`src/rtl/round_controller.sv`:
```
// Game-flow master for two-player Tron: title, countdown, play, round-over and game-over sequencing.
// Optional PAUSE state and pause_btn port are built in when PAUSE_EN is defined.
//
// state        | meaning
// TITLE (1)    | idle, scores held clear, waiting for start press
// COUNTDOWN (2)| bikes frozen, countdown digit steps down every COUNT_FRAMES ticks
// PLAY (3)     | bikes move, first crash ends the round
// ROUND_OVER(4)| winner shown, score block settles, timed by ROUND_OVER_FRAMES
// GAME_OVER (5)| a player reached winning score, start press returns to TITLE
// PAUSE (6)    | PAUSE_EN only: play suspended, crashes ignored
module round_controller #(
  parameter int COUNT_FRAMES      = 60,
  parameter int COUNT_STEPS       = 3,
  parameter int ROUND_OVER_FRAMES = 120
) (
  input  logic       Clk,
  input  logic       Reset,
  input  logic       frame_clk,
  input  logic       start_btn,
  input  logic       crash_blue,
  input  logic       crash_red,
  input  logic       Blue_W,
  input  logic       Red_W,
`ifdef PAUSE_EN
  input  logic       pause_btn,
`endif
  output logic [2:0] Game_State,
  output logic       Reset_Score,
  output logic       reset_round,
  output logic       point_blue,
  output logic       point_red,
  output logic [1:0] round_winner,
  output logic [1:0] countdown,
  output logic       freeze
);

  localparam int MAX_FRAMES = (COUNT_FRAMES > ROUND_OVER_FRAMES) ? COUNT_FRAMES : ROUND_OVER_FRAMES;
  localparam int FW = $clog2(MAX_FRAMES + 1);
  localparam logic [FW-1:0] CD_LAST = FW'(COUNT_FRAMES - 1);
  localparam logic [FW-1:0] RO_LAST = FW'(ROUND_OVER_FRAMES - 1);
  localparam logic [1:0] STEPS_INIT = 2'(COUNT_STEPS);

  typedef enum logic [2:0] {
    S_TITLE      = 3'd1,
    S_COUNTDOWN  = 3'd2,
    S_PLAY       = 3'd3,
    S_ROUND_OVER = 3'd4,
    S_GAME_OVER  = 3'd5,
    S_PAUSE      = 3'd6
  } state_t;

  state_t state_q, state_d;
  logic [FW-1:0] frame_cnt_q, frame_cnt_d;
  logic [1:0] countdown_q, countdown_d;
  logic [1:0] winner_q, winner_d;
  logic reset_round_q, reset_round_d;
  logic point_blue_q, point_blue_d;
  logic point_red_q, point_red_d;
  logic reset_score_q, reset_score_d;
  logic freeze_q, freeze_d;

  // Two sync flops plus one history flop per async input for rising-edge detection
  logic [2:0] frame_sync_q, frame_sync_d;
  logic [2:0] start_sync_q, start_sync_d;
  logic frame_tick, start_press;
`ifdef PAUSE_EN
  logic [2:0] pause_sync_q, pause_sync_d;
  logic pause_press;
`endif

  always_comb begin
    frame_sync_d = {frame_sync_q[1:0], frame_clk};
    start_sync_d = {start_sync_q[1:0], start_btn};
    frame_tick   = frame_sync_q[1] & ~frame_sync_q[2];
    start_press  = start_sync_q[1] & ~start_sync_q[2];
`ifdef PAUSE_EN
    pause_sync_d = {pause_sync_q[1:0], pause_btn};
    pause_press  = pause_sync_q[1] & ~pause_sync_q[2];
`endif
  end

  always_comb begin
    state_d       = state_q;
    frame_cnt_d   = frame_cnt_q;
    countdown_d   = countdown_q;
    winner_d      = winner_q;
    reset_round_d = 1'b0;
    point_blue_d  = 1'b0;
    point_red_d   = 1'b0;

    case (state_q)
      S_TITLE: begin
        if (start_press) begin
          state_d       = S_COUNTDOWN;
          reset_round_d = 1'b1;
          winner_d      = 2'b00;
          countdown_d   = STEPS_INIT;
        end
      end
      S_COUNTDOWN: begin
        if (frame_tick) begin
          if (frame_cnt_q == CD_LAST) begin
            frame_cnt_d = '0;
            if (countdown_q == 2'd1) begin
              state_d     = S_PLAY;
              countdown_d = 2'd0;
            end else begin
              countdown_d = countdown_q - 2'd1;
            end
          end else begin
            frame_cnt_d = frame_cnt_q + 1'b1;
          end
        end
      end
      S_PLAY: begin
        if (crash_blue && crash_red) begin
          state_d  = S_ROUND_OVER;
          winner_d = 2'b11;
        end else if (crash_red) begin
          state_d      = S_ROUND_OVER;
          winner_d     = 2'b01;
          point_blue_d = 1'b1;
        end else if (crash_blue) begin
          state_d     = S_ROUND_OVER;
          winner_d    = 2'b10;
          point_red_d = 1'b1;
        end
`ifdef PAUSE_EN
        else if (pause_press) begin
          state_d = S_PAUSE;
        end
`endif
      end
      S_ROUND_OVER: begin
        if (frame_tick) begin
          if (frame_cnt_q == RO_LAST) begin
            if (Blue_W || Red_W) begin
              state_d = S_GAME_OVER;
            end else begin
              state_d       = S_COUNTDOWN;
              reset_round_d = 1'b1;
              winner_d      = 2'b00;
              countdown_d   = STEPS_INIT;
            end
          end else begin
            frame_cnt_d = frame_cnt_q + 1'b1;
          end
        end
      end
      S_GAME_OVER: begin
        if (start_press) state_d = S_TITLE;
      end
`ifdef PAUSE_EN
      S_PAUSE: begin
        if (pause_press) state_d = S_PLAY;
      end
`endif
      default: state_d = S_TITLE;
    endcase

    // Every state starts its interval timing from zero
    if (state_d != state_q) frame_cnt_d = '0;

    reset_score_d = (state_d == S_TITLE);
    freeze_d      = (state_d != S_PLAY);
  end

  always_ff @(posedge Clk) begin
    if (Reset) begin
      state_q       <= S_TITLE;
      frame_cnt_q   <= '0;
      countdown_q   <= 2'd0;
      winner_q      <= 2'b00;
      reset_round_q <= 1'b0;
      point_blue_q  <= 1'b0;
      point_red_q   <= 1'b0;
      reset_score_q <= 1'b1;
      freeze_q      <= 1'b1;
      frame_sync_q  <= 3'b000;
      start_sync_q  <= 3'b000;
`ifdef PAUSE_EN
      pause_sync_q  <= 3'b000;
`endif
    end else begin
      state_q       <= state_d;
      frame_cnt_q   <= frame_cnt_d;
      countdown_q   <= countdown_d;
      winner_q      <= winner_d;
      reset_round_q <= reset_round_d;
      point_blue_q  <= point_blue_d;
      point_red_q   <= point_red_d;
      reset_score_q <= reset_score_d;
      freeze_q      <= freeze_d;
      frame_sync_q  <= frame_sync_d;
      start_sync_q  <= start_sync_d;
`ifdef PAUSE_EN
      pause_sync_q  <= pause_sync_d;
`endif
    end
  end

  assign Game_State   = state_q;
  assign Reset_Score  = reset_score_q;
  assign reset_round  = reset_round_q;
  assign point_blue   = point_blue_q;
  assign point_red    = point_red_q;
  assign round_winner = winner_q;
  assign countdown    = countdown_q;
  assign freeze       = freeze_q;

endmodule

```
`config.mk`:
```
export PLATFORM = sky130hd
export DESIGN_NAME = round_controller
export DESIGN_NICKNAME = d
export VERILOG_FILES = /design/src/rtl/round_controller.sv
export SDC_FILE = /design/constraint.sdc
export NUM_CORES = 1
export LEC_CHECK = 0
export BUFFER_PORTS_ARGS = -buffer_cell sky130_fd_sc_hd__buf_2
export CAP_MARGIN = 15
export CELL_PAD_IN_SITES_DETAIL_PLACEMENT = 0
export CELL_PAD_IN_SITES_GLOBAL_PLACEMENT = 1
export CORE_ASPECT_RATIO = 0.75
export CORE_MARGIN = 2
export CORE_UTILIZATION = 38
export CTS_CLUSTER_DIAMETER = 80
export DETAILED_ROUTE_END_ITERATION = 6
export GPL_ROUTABILITY_DRIVEN = 1
export GPL_TIMING_DRIVEN = 0
export PLACE_DENSITY = 0.82
export SLEW_MARGIN = 20
export SYNTH_ARGS = -nofsm -noshare
export SYNTH_HDL_FRONTEND = slang
export SYNTH_SLANG_ARGS = --single-unit
```
`constraint.sdc`:
```
create_clock -name Clk -period 1.6 [get_ports Clk]
set_input_delay 0.08 -clock Clk [delete_from_list [all_inputs] [get_ports Clk]]
set_output_delay 0.08 -clock Clk [all_outputs]
set_load 0.05 [all_outputs]
```
# After elaboration in Yosys (flattened, before gate mapping)
# Index checks and enable logic that the tools add are counted.
totals:
  register_bits: 25
  in_bits: 8
  out_inout_bits: 12
  word_cells: 88
op_classes:
  add_sub_neg: 2
  n_eq_ne: 19
  muxes: 40
  n_bitwise: 5
  reduce_logical: 11
ops:
  columns: ["operator", "n"]
  rows:
  - ["3-bit two-way mux", 11]
  - ["2-bit two-way mux", 14]
  - ["7-bit two-way mux", 4]
  - ["3-bit case mux with 5 select lines", 1]
  - ["2-bit inequality test (second input constant)", 7]
  - ["7-bit case mux with 2 select lines", 1]
  - ["2-bit case mux with 3 select lines", 2]
  - ["7-bit by 1-bit adder with 7-bit output (second input constant)", 1]
  - ["7-bit by 6-bit equality test with 1-bit output (second input constant)", 1]
  - ["7-bit equality test (second input constant)", 1]
  - ["7-bit AND reduction", 1]
  - ["3-bit by 1-bit equality test with 1-bit output (second input constant)", 2]
  - ["3-bit by 2-bit equality test with 1-bit output (second input constant)", 2]
  - ["3-bit equality test (second input constant)", 2]
  - ["1-bit two-way mux", 6]
  - ["6-bit AND reduction", 1]
  - ["3-bit nonzero test", 2]
  - ["4-bit inequality test (second input constant)", 1]
  - ["4-bit AND reduction", 1]
  - ["4-bit OR reduction", 1]
  - ["3-bit by 2-bit inequality test with 1-bit output (second input constant)", 1]
  - ["3-bit inequality test", 1]
  - ["1-bit inverter", 3]
  - ["3-bit OR reduction", 1]
  - ["other kinds (8)", 9]

# Logic depth before layout (Yosys ltp)
logic_depth:
  depth_word: 7
  mapped_depth: 6

# Worst setup path after synthesis
# No wires, ideal clock.
synth_timing:
  path_kind: "reg2reg"
  from: "register state_q[2], in the netlist Game_State[2]"
  to: "register frame_cnt_q[0]"
  t_arrival_ns: 1.802
  t_required_ns: 1.477
  setup_slack_ns: -0.324
  path_stages_with_launch: 7
  n_path_buf: 1
  synth_period_minus_slack_ns: 1.924
  cell_sequence: "dfxtp_1 -> buf_4 -> nand2b_4 -> or3_4 -> o21a_4 -> o2111ai_2 -> nor2_1"
synth_via:
  elab_chain_cells: 6
  word_cells_on_any_way: 24
  cone_classes: "eq/ne (9); mux (12); reduce/logical (3)"
synth_rtl:
  columns: ["element", "line", "source"]
  rows:
  - ["start, declared", "52", "state_t state_q, state_d;"]
  - ["start signal, assigned", "185", "state_q <= state_d;"]
  - ["3-bit two-way mux, on equally long branches", "123, 104", null]
  - ["3-bit two-way mux, on equally long branches", "119, 102", null]
  - ["3-bit two-way mux, on equally long branches", "116, 101", null]
  - ["3-bit case mux with 5 select lines", "91", "case (state_q)"]
  - ["3-bit inequality test", "162", "if (state_d != state_q) frame_cnt_d = '0;"]
  - ["2-bit OR reduction (no source line)", null, null]
  - ["end signal, assigned", "186", "frame_cnt_q <= frame_cnt_d;"]
  - ["end, declared", "53", "logic [FW-1:0] frame_cnt_q, frame_cnt_d;"]
# Several ways; a longest one is shown, not always the timed one.
# A chain may end at the register's enable or synchronous reset.

# Worst setup path after layout
layout_timing:
  from: "register state_q[1], in the netlist Game_State[1]"
  to: "register frame_cnt_q[3]"
# The elaborated chain is that of the path after synthesis.

==> flow_metrics.env <==
export IMPL_routedWlPerCell_um=13.4
export IMPL_initial_core_util_pct=41.0
export IMPL_slew_headroom_pct=70.5
export IMPL_hold_depth=2
export IMPL_layout_common_cells="buf_2 (20), dfxtp_1 (18), nor2_1 (17), nor2b_1 (9), buf_4 (8)"
export IMPL_fmax_mhz=588
export IMPL_via_count=1068
export IMPL_path_cells="buf_6 > nand2b_4 > or3_4 > o21a_4 > o2111ai_4 > nor2_1"
export IMPL_synthesis_nets=142
export IMPL_avgViaCountPerCell=5.31
export IMPL_grt_overflow=0
export IMPL_p_leak_nw=0.620
export IMPL_cp_start_kind="flip-flop"
export IMPL_grt_usage_pct=15.4
export IMPL_synthesis_area_sq_um=1250
export IMPL_grt_pass1_vias=982
export IMPL_holdCritPathClass="input pin to flip-flop"
export IMPL_r2r_slack_ps=-100
export IMPL_async_reset_ff_share_pct=0
export IMPL_cp_data_required_time_ps=1760
export IMPL_p_per_area_nw_per_um2=825
export IMPL_setup_violations=10
export IMPL_sw_frac_of_total_pct=29.5
export IMPL_clkPwrFrac_pct=29.1
export IMPL_drc_errors=0
export IMPL_r2r_end="frame_cnt_q[3]"
export IMPL_die_h_um=53.6
export IMPL_insertion_delay_ps=270
export IMPL_firstDrtPassIters=4
export IMPL_htreeDepth=1
export IMPL_finalNonFillerCells=201
export IMPL_ctsRootBufferMaster="clkbuf_8"
export IMPL_synth_edf_count=0
export IMPL_cts_sinks=25
export IMPL_tightestPinTransition_ps=443
export IMPL_final_area_sq_um=1570
export IMPL_cts_made_buffers=3
export IMPL_synth_main_ff_cell="dfxtp_1"
export IMPL_cp_max_fo=10
export IMPL_regArea_sq_um=514
export IMPL_setup_tns_ps=-751
export IMPL_critPathBufInv=1
export IMPL_routed_wl_um=2700
export IMPL_yosysTopAreaCellShare_pct=40.2
export IMPL_fp_dieArea_sq_um=3760
export IMPL_syn_inst=132
export IMPL_ir_worst_vdd_v=0.000579
export IMPL_report_final_slew_viol_count=0
export IMPL_fin_crit_ps=1700
export IMPL_grt_max_degree=15
export IMPL_r2r_start="Game_State[1]"
export IMPL_yosysSeqAreaShare_pct=40.2
export IMPL_cts_hold_buf=0
export IMPL_switching_power_mw=0.382
export IMPL_drt_iter0_drc=35
export IMPL_cts_tree="built"
export IMPL_layout_nets=174
export IMPL_p_total_mw=1.29
export IMPL_critPathKind="flip-flop to flip-flop"
export IMPL_placed_area_sq_um=1430
export IMPL_ys_ff_latch=25
export IMPL_maxCapViolations=0
export IMPL_rsz0062_at_grt="yes"
export IMPL_grt_pass1_wl_um=4550
export IMPL_io_buffers=19
export IMPL_slowest_stage="or3_4"
export IMPL_finalHoldViolations=0
export IMPL_cp_slowest_stage_delay_ps=400
export IMPL_dp_hpwl_um=2000
export IMPL_yosys_top_cells_area="dfxtp_1 (40%), nor2_1 (5.7%), nor2b_1 (4.5%), a21oi_1 (2.8%), xnor2_1 (2.8%)"
export IMPL_internal_power_mw=0.912
export IMPL_yosysUniqueCellTypes=44
export IMPL_fp_row_count=17
export IMPL_power_share_sequential_pct=50.8
export IMPL_yosys_warnings=0
export IMPL_min_period_over_period_pct=106
export IMPL_drive_above_1_share_pct=38.7
export IMPL_fin_util_pct=51.6
export IMPL_crit_arrival_ps=1860
export IMPL_syn_to_final_growth_pct=25.9
export IMPL_combPwrFrac_pct=20.1
export IMPL_core_sq_um=3040
export IMPL_drtAntennaViolNets=0
export IMPL_antenna_found_initial=0
export IMPL_nFillCells=283
export IMPL_num_antenna_cells=0
export IMPL_cp_end_kind="flip-flop"
export IMPL_dp_cells=189
export IMPL_reg2regPathDepth=6
export IMPL_final_common_cell="buf_2"
export IMPL_synth_area_per_cell_sq_um=9.44
export IMPL_min_from="start_btn"
export IMPL_cts_max_path_buffers=2
export IMPL_violations="negative setup slack"
export IMPL_skew_ps=2.45
export IMPL_synth_area_leader_cell="dfxtp_1"
export IMPL_fin_ws_ps=-101
export IMPL_status="finished with violations"
export IMPL_gp_congestion=0.773
export IMPL_cts_clk_slew_worst_paths_ps=90
export IMPL_ios=20
export IMPL_multi_input_area_sq_um=759
export IMPL_cp_top_family="simple AND/OR/NAND/NOR gates"
export IMPL_min_to="start_sync_q[0]"
export IMPL_die_w_um=70.1
[how the worst max path moves through the flow]
stage	start	end	depth (start not counted)	slack, ps
floorplan	Game_State[1]	frame_cnt_q[0]	6	-60
global placement	frame_cnt_q[0]	round_winner[0]	6	-190
detailed placement	frame_cnt_q[0]	round_winner[1]	6	-230
CTS	frame_cnt_q[1]	frame_cnt_q[0]	6	-100
global route	frame_cnt_q[1]	frame_cnt_q[4]	6	-180
finish	Game_State[1]	frame_cnt_q[3]	6	-100
[synthesized netlist by cell type, types with 3 or more instances]
library cell and number:
nand2_1 7, nand3_1 3, xnor2_1 4, nand2b_1 3
nor2_1 19, nand4_1 3, o21ai_0 6, nor2b_1 9
inv_1 4, dfxtp_1 25, a21oi_1 7
[cell type report]
| class | instances | area share [%] |
|---|---|---|
| plain buffers | 4 | 1.99 |
| clock inverters | 1 | 0.319 |
| multi-input cells | 99 | 48.4 |
| clock buffers | 3 | 2.63 |
| well taps | 38 | 3.03 |
| inverters | 4 | 0.957 |
| flip-flops and latches | 25 | 32.8 |
| repair buffers | 27 | 9.89 |
[registers in the layout (all words and copies together), names as in the netlist]
name,flops
round_winner,2
point_blue,1
frame_sync_q,3
countdown,2
start_sync_q,3
freeze,1
frame_cnt_q,7
Reset_Score,1
reset_round,1
point_red,1
Game_State,3
[worst register-to-register path: stages (launching register included)]
cell,delay (ps)
dfxtp_4,360
buf_6,140
nand2b_4,160
or3_4,400
o21a_4,220
o2111ai_4,240
nor2_1,80
[cells by family (layout without fill, tap and decap cells)]
kind of cell    after synthesis  after routing  share of synthesized area (%)
simple gates                 61             61                           30.2
buf+inv                       8             39                           3.11
fa+ha+maj                     2              2                           2.01
flops                        25             25                           40.2
mux                           1              1                          0.803
compound gates               29             29                           19.5
xor+xnor                      6              6                           4.22
[per-layer routing]
metal / vias to the layer above / track usage, % / wire (um)
met2: 32 / 24.4 / 1210
met3: 0 / 5.24 / 145
met1: 497 / 20.5 / 1350
met4: 0 / 3.85 / 0
met5: - / 0 / 0
li1: 539 / - / -
[stage by stage]
step,setup WS (ps),hold slack (ps)
after floorplan,-60.6,152
after global placement,-192,288
after detailed placement,-234,295
after CTS,-102,12.6
after global routing,-183,21.5
final,-101,15.9
[power groups by stage]
stage	logic [mW]	clock network, mW	registers, mW
2_1_floorplan	0.138	0	0.727
3_3_place_gp	0.249	0	0.669
3_5_place_dp	0.252	0	0.671
4_1_cts	0.259	0.385	0.658
5_1_grt	0.282	0.415	0.661
6_report	0.261	0.376	0.657
[timing repair]
action | in CTS | in global routing
resized for setup | 8 | 6
buffers inserted | 4 | 4
pin swaps | 4 | 3
setup endpoints to repair | 13 | 15
No activity file was read; power rests on OpenSTA's default activity.
